[config.mk]
export PLATFORM = sky130hd
export DESIGN_NAME = mont_to_norm_3329
export DESIGN_NICKNAME = d
export VERILOG_FILES = /design/src/rtl/mont_to_norm_3329.sv
export SDC_FILE = /design/constraint.sdc
export NUM_CORES = 1
export LEC_CHECK = 0
export ABC_AREA = 1
export CAP_MARGIN = 20
export CORE_UTILIZATION = 67
export DETAILED_ROUTE_END_ITERATION = 10
export PLACE_DENSITY = 0.95
export SLEW_MARGIN = 20
export SYNTH_ARGS = -nofsm -noshare
export SYNTH_HDL_FRONTEND = slang
export SYNTH_SLANG_ARGS = --single-unit
[constraint.sdc]
create_clock -name clk -period 12.6 [get_ports clk]
set_input_delay 2.52 -clock clk [delete_from_list [all_inputs] [get_ports clk]]
set_output_delay 2.52 -clock clk [all_outputs]
set_load 0.03 [all_outputs]
[src/rtl/mont_to_norm_3329.sv]
// Montgomery-domain exit stage for q = 3329, R = 2^12: 3-stage REDC pipeline with valid/ready handshakes.
// Optional per-beat range flag enabled by defining M2N_RANGE_CHK_EN.
module mont_to_norm_3329 #(
    parameter int unsigned TAG_W   = 4,
    parameter int unsigned MOD     = 3329,
    parameter int unsigned MOD_INV = 3327
) (
    input  logic             clk,
    input  logic             rst,
    input  logic             in_valid,
    output logic             in_ready,
    input  logic [11:0]      in_data,
    input  logic [TAG_W-1:0] in_tag,
    output logic             out_valid,
    input  logic             out_ready,
    output logic [11:0]      out_data,
    output logic [TAG_W-1:0] out_tag,
    output logic             out_err,
    output logic             busy
);

    localparam logic [11:0] MOD_C     = 12'(MOD);
    localparam logic [11:0] MOD_INV_C = 12'(MOD_INV);

    logic             adv;
    logic             v1, v2, v3;
    logic [11:0]      x1, x2, m2, data3;
    logic [TAG_W-1:0] tag1, tag2, tag3;

    logic [11:0]      m_next;
    logic [24:0]      sum;
    logic [12:0]      t;
    logic [11:0]      red;

    // Whole pipeline moves as one; only a stalled S3 beat can hold it.
    assign adv       = !v3 || out_ready;
    assign in_ready  = adv;
    assign out_valid = v3;
    assign out_data  = data3;
    assign out_tag   = tag3;
    assign busy      = v1 || v2 || v3;

    always_comb begin
        m_next = x1 * MOD_INV_C;
        sum    = {13'd0, x2} + ({13'd0, m2} * {13'd0, MOD_C});
        t      = 13'(sum >> 12);
        red    = (t >= {1'b0, MOD_C}) ? 12'(t - {1'b0, MOD_C}) : t[11:0];
    end

    always_ff @(posedge clk) begin
        if (rst) begin
            v1 <= 1'b0;
            v2 <= 1'b0;
            v3 <= 1'b0;
        end else if (adv) begin
            v1 <= in_valid;
            v2 <= v1;
            v3 <= v2;
        end
    end

    always_ff @(posedge clk) begin
        if (rst) begin
            x1   <= '0;
            tag1 <= '0;
        end else if (adv && in_valid) begin
            x1   <= in_data;
            tag1 <= in_tag;
        end
    end

    always_ff @(posedge clk) begin
        if (rst) begin
            x2   <= '0;
            m2   <= '0;
            tag2 <= '0;
        end else if (adv && v1) begin
            x2   <= x1;
            m2   <= m_next;
            tag2 <= tag1;
        end
    end

    always_ff @(posedge clk) begin
        if (rst) begin
            data3 <= '0;
            tag3  <= '0;
        end else if (adv && v2) begin
            data3 <= red;
            tag3  <= tag2;
        end
    end

`ifdef M2N_RANGE_CHK_EN
    logic err1, err2, err3;

    always_ff @(posedge clk) begin
        if (rst) begin
            err1 <= 1'b0;
            err2 <= 1'b0;
            err3 <= 1'b0;
        end else if (adv) begin
            if (in_valid) err1 <= (in_data >= MOD_C);
            if (v1)       err2 <= err1;
            if (v2)       err3 <= err2;
        end
    end

    assign out_err = err3;
`else
    assign out_err = 1'b0;
`endif

endmodule

-- Word level (Yosys, flattened, before mapping)
Cells that the tools add are included.
- bits in registers: 63
- output and inout port bits: 20
- add/sub/neg operators: 2
- multipliers: 2
- $lt $le $gt $ge: 1
- muxes and demuxes: 1
- reduce and logical (&&, ||, !) cells: 7
- operators by type and width (cell ; number):
    $add 12x24->25 ; 1
    $mul 12x12->24 const B ; 1
    $ge 13x12->1 const B ; 1
    $mul 12x11->12 const B ; 1
    $mux 12 ; 1
    $sub 12x12->12 const B ; 1
    $logic_and 1x1->1 ; 3
    $logic_or 1x1->1 ; 3
    $logic_not 1->1 ; 1

-- Longest topological paths before layout
- word-level depth: 4
- depth in mapped cells: 31
- mapped depth without buffers: 30

-- Worst setup path after synthesis
No wires, ideal clock.
- kind: input-to-output
- start point: input out_ready
- end point: output in_ready
- arrival time: 2.932 ns
- setup slack: 7.148 ns
- cell stages on the path: 2
- cells stage by stage: nor2_1 -> inv_1
- cells in the longest elaborated chain, start to end: 1
- ends and longest elaborated chain (item ; RTL line ; source):
    start, declared ; 15 ; input logic out_ready,
    $logic_or 1x1->1 ; 36 ; assign adv = !v3 || out_ready;
    end, declared ; 11 ; output logic in_ready,
Every way passes these cells.

-- Worst setup path in the final report
Same ends and word-level chain as after synthesis.

==> results by group <==
Status
  • Outcome: finished, final reports clean

Route
  • Drt pass-1 iters: 6
  • Drt wl/cell: 17.3 microns
  • Antenna-violating nets left: 0
  • Via count: 6259
  • Vias per inst: 5.75
  • Number of remaining DRC errors: 0
  • Post-Route WL: 18.8 mm
  • Initial DRC Count: 478

Timing
  • Final Max Tran Viols: 0
  • Final setup vio count: 0
  • Final Skew: 10.9 ps
  • RSZ-0062 raised after global routing: false
  • Fmax achieved: 155 MHz
  • Setup TNS Final: 0 ps
  • Slew headroom: 0.311
  • Hold Vio Cnt, Final: 0
  • Worst-margin pin slew: 1030 ps
  • Worst Slack Setup Final: 6130 ps
  • Final Cycle Share: 0.514
  • Crit path time final: 6470 ps

Global route
  • Vias in the first global route: 6426
  • Total GRT Usage: 0.373
  • Pin count of the biggest net entering global routing: 44
  • Initial antenna violation count: 0
  • First-pass GRT wire length: 29.9 mm
  • Grt ovf: 0

Worst setup path
  • Buf+Inv Stages, Crit Path: 3
  • Critical path origin: out_ready
  • Setup crit end kind: output pin
  • Reg2reg start: m2[1]
  • CP peak stage delay: 610 ps
  • Startpoint types: primary input
  • Crit path max-delay family: buffers and inverters
  • Worst r2r path cells: 27
  • WP data required: 10080 ps
  • Slowest-stage cell, CP: clkdlybuf4s50_1
  • Critical path peak fanout: 5
  • Most used cell, CP: clkdlybuf4s50_1
  • Crit path depth: 4
  • Worst Path Arrival: 3950 ps
  • Crit path cell chain: clkdlybuf4s50_1, nor2_1, inv_1, clkdlybuf4s50_1
  • WS Path Type: in2out

Yosys
  • Syn_area_per_cell: 7.50 sq um
  • Main flop type after synthesis: dfxtp_1
  • EDFF count, synth: 0
  • Post-synthesis sequential area ratio: 0.180
  • Seq cells post-synth: 62
  • Netlist Area Pre-Place: 6890 sq um
  • Post-Syn Instances: 919
  • Syn Nets: 1117
  • Asr flop ratio synth: 0
  • Synth Warn #: 0
  • Yosys cell types: 36

Floorplanning
  • Core box area: 9860 sq um
  • Row cnt: 36
  • Top-level I/O count: 40
  • Starting Density: 0.699
  • Die height: 103 microns
  • Die X: 103 microns
  • Die Area: 10700 sq um

Clock tree
  • CTS tree: done
  • # hold bufs at CTS: 0
  • Post-CTS setup buffers: 0
  • Post-cts resize count: 0
  • TritonCTS Buffers: 9
  • Clock Path Buffers: 2
  • Worst-Skew Late Latency: 350 ps
  • CTS sink count: 62
  • Root buffer cell: clkbuf_8
  • Worst-path clk slew: 70 ps
  • H-tree lvl count: 3

Worst hold path
  • HP Start: out_data[7]
  • WHS Path Cells: 2
  • Worst hold path type: reg2reg

Power and ir drop
  • Sequential share of power: 0.185
  • Clock share of power: 0.121
  • Logic pwr share: 0.694
  • Peak VDD IR: 0.106 mV
  • Leak Pwr: 4.21 nW
  • Internal: 0.632 mW
  • Pwr per Cell Area: 171 nW/um^2
  • Sw Ratio: 0.509
  • Switch Pwr: 0.654 mW

Finish
  • Final net count: 1149
  • P&R area growth vs syn: 9.35%
  • ANT cells: 0
  • Most frequent cells in the layout: inv_1, nand2_1, ha_1, nor2_1, dfxtp_1
  • Finished Cell Area: 7530 sq um
  • Commonest non-fill, non-tap cell in the layout: inv_1
  • Fill cell count: 601
  • Post-route insts no fill: 1089
  • Layout cells sized above 1: 0.0502

Placed design
  • GPL Wtd Cong: 0.964
  • Buffers on Ports: 38
  • DP Wirelength: 13.6 mm
  • Dpl cell area: 7350 sq um
  • Worst slack, placed: 6180 ps
  • DP Cell Count: 1072

Flow run
  • Max-cap viol count: 0
-- final cells by class --
cell class | count | area (sq um) | share of cell area
clock buffer | 12 | 145 | 0.0193
clock inverter | 4 | 22.5 | 0.00299
inverter | 183 | 687 | 0.0912
multi-input combinational | 655 | 4870 | 0.646
sequential | 62 | 1240 | 0.165
tap | 133 | 166 | 0.0221
timing repair buffer | 40 | 403 | 0.0535
-- through the flow --
stage               hold WS (ps)   util  total power [mW]
floorplan                    444      -             0.868
global placement             452  0.745              1.01
detailed placement           456  0.745              1.07
CTS                          467  0.762              1.26
global route                 492  0.764              1.39
finish                       465  0.764              1.29
-- synth_stat cells, types with 5 or more instances --
cell type | count | area (sq um)
dfxtp_1 | 62 | 1240
xnor2_1 | 15 | 131
nand3_1 | 42 | 210
nor2_2 | 5 | 31.3
inv_1 | 177 | 664
o21bai_1 | 6 | 45.0
o21ai_0 | 52 | 260
xor2_1 | 11 | 96.3
nor2_1 | 95 | 357
fa_1 | 45 | 901
ha_1 | 133 | 1660
inv_2 | 5 | 18.8
clkbuf_1 | 14 | 52.6
nand2_1 | 164 | 616
a21oi_1 | 45 | 225
nand2_2 | 9 | 56.3
-- metal layers --
| layer | vias up | GRT usage | part of all wire | wire length [microns] |
|---|---|---|---|---|
| met5 | - | 0 | 0 | 0 |
| met2 | 292 | 0.667 | 0.51 | 9570 |
| li1 | 2951 | - | - | - |
| met3 | 113 | 0.0800 | 0.060 | 1120 |
| met1 | 2903 | 0.382 | 0.36 | 6710 |
| met4 | 0 | 0.278 | 0.074 | 1390 |
-- registers in the layout, summed over array words and instances, names as in the netlist --
| signal | count |
|---|---|
| out_data | 12 |
| tag2 | 4 |
| m2 | 11 |
| out_tag | 4 |
| tag1 | 4 |
| out_valid | 1 |
| x2 | 12 |
| v1 | 1 |
| x1 | 12 |
| v2 | 1 |
-- worst register-to-register path: cells and delay by family, from the launching register on --
family / cells / cell delay (ps)
AOI/OAI and AO/OA: 3 / 570
DFF: 1 / 390
and+or+nand+nor: 13 / 1370
buffers and inverters: 5 / 290
adders and majority gates: 6 / 2540
-- cells by family (layout without fill, tap and decap cells) --
group / after synthesis / count (layout) / share of synthesized area
AOI/OAI and AO/OA: 111 / 111 / 0.0857
xor gates and xnor gates: 26 / 26 / 0.0330
adders and majority gates: 178 / 178 / 0.372
buffers and inverters: 202 / 239 / 0.113
DFF: 62 / 62 / 0.180
other: 1 / 1 / 0.000544
and+or+nand+nor: 339 / 339 / 0.215
-- power by group through the flow --
stage | clock [mW] | combinational (mW) | sequential, mW
2_1_floorplan | 0 | 0.627 | 0.241
3_3_place_gp | 0 | 0.769 | 0.239
3_5_place_dp | 0 | 0.829 | 0.240
4_1_cts | 0.154 | 0.873 | 0.236
5_1_grt | 0.162 | 0.984 | 0.240
6_report | 0.156 | 0.892 | 0.238
-- final timing paths --
kind	endpoint	slack (ps)
worst max-delay path	in_ready	6130
worst min-delay path	out_data[7]	460
worst max register to register	out_data[2]	7350
worst min register to register	out_data[7]	460
No activity file was read; power rests on OpenSTA's default activity.
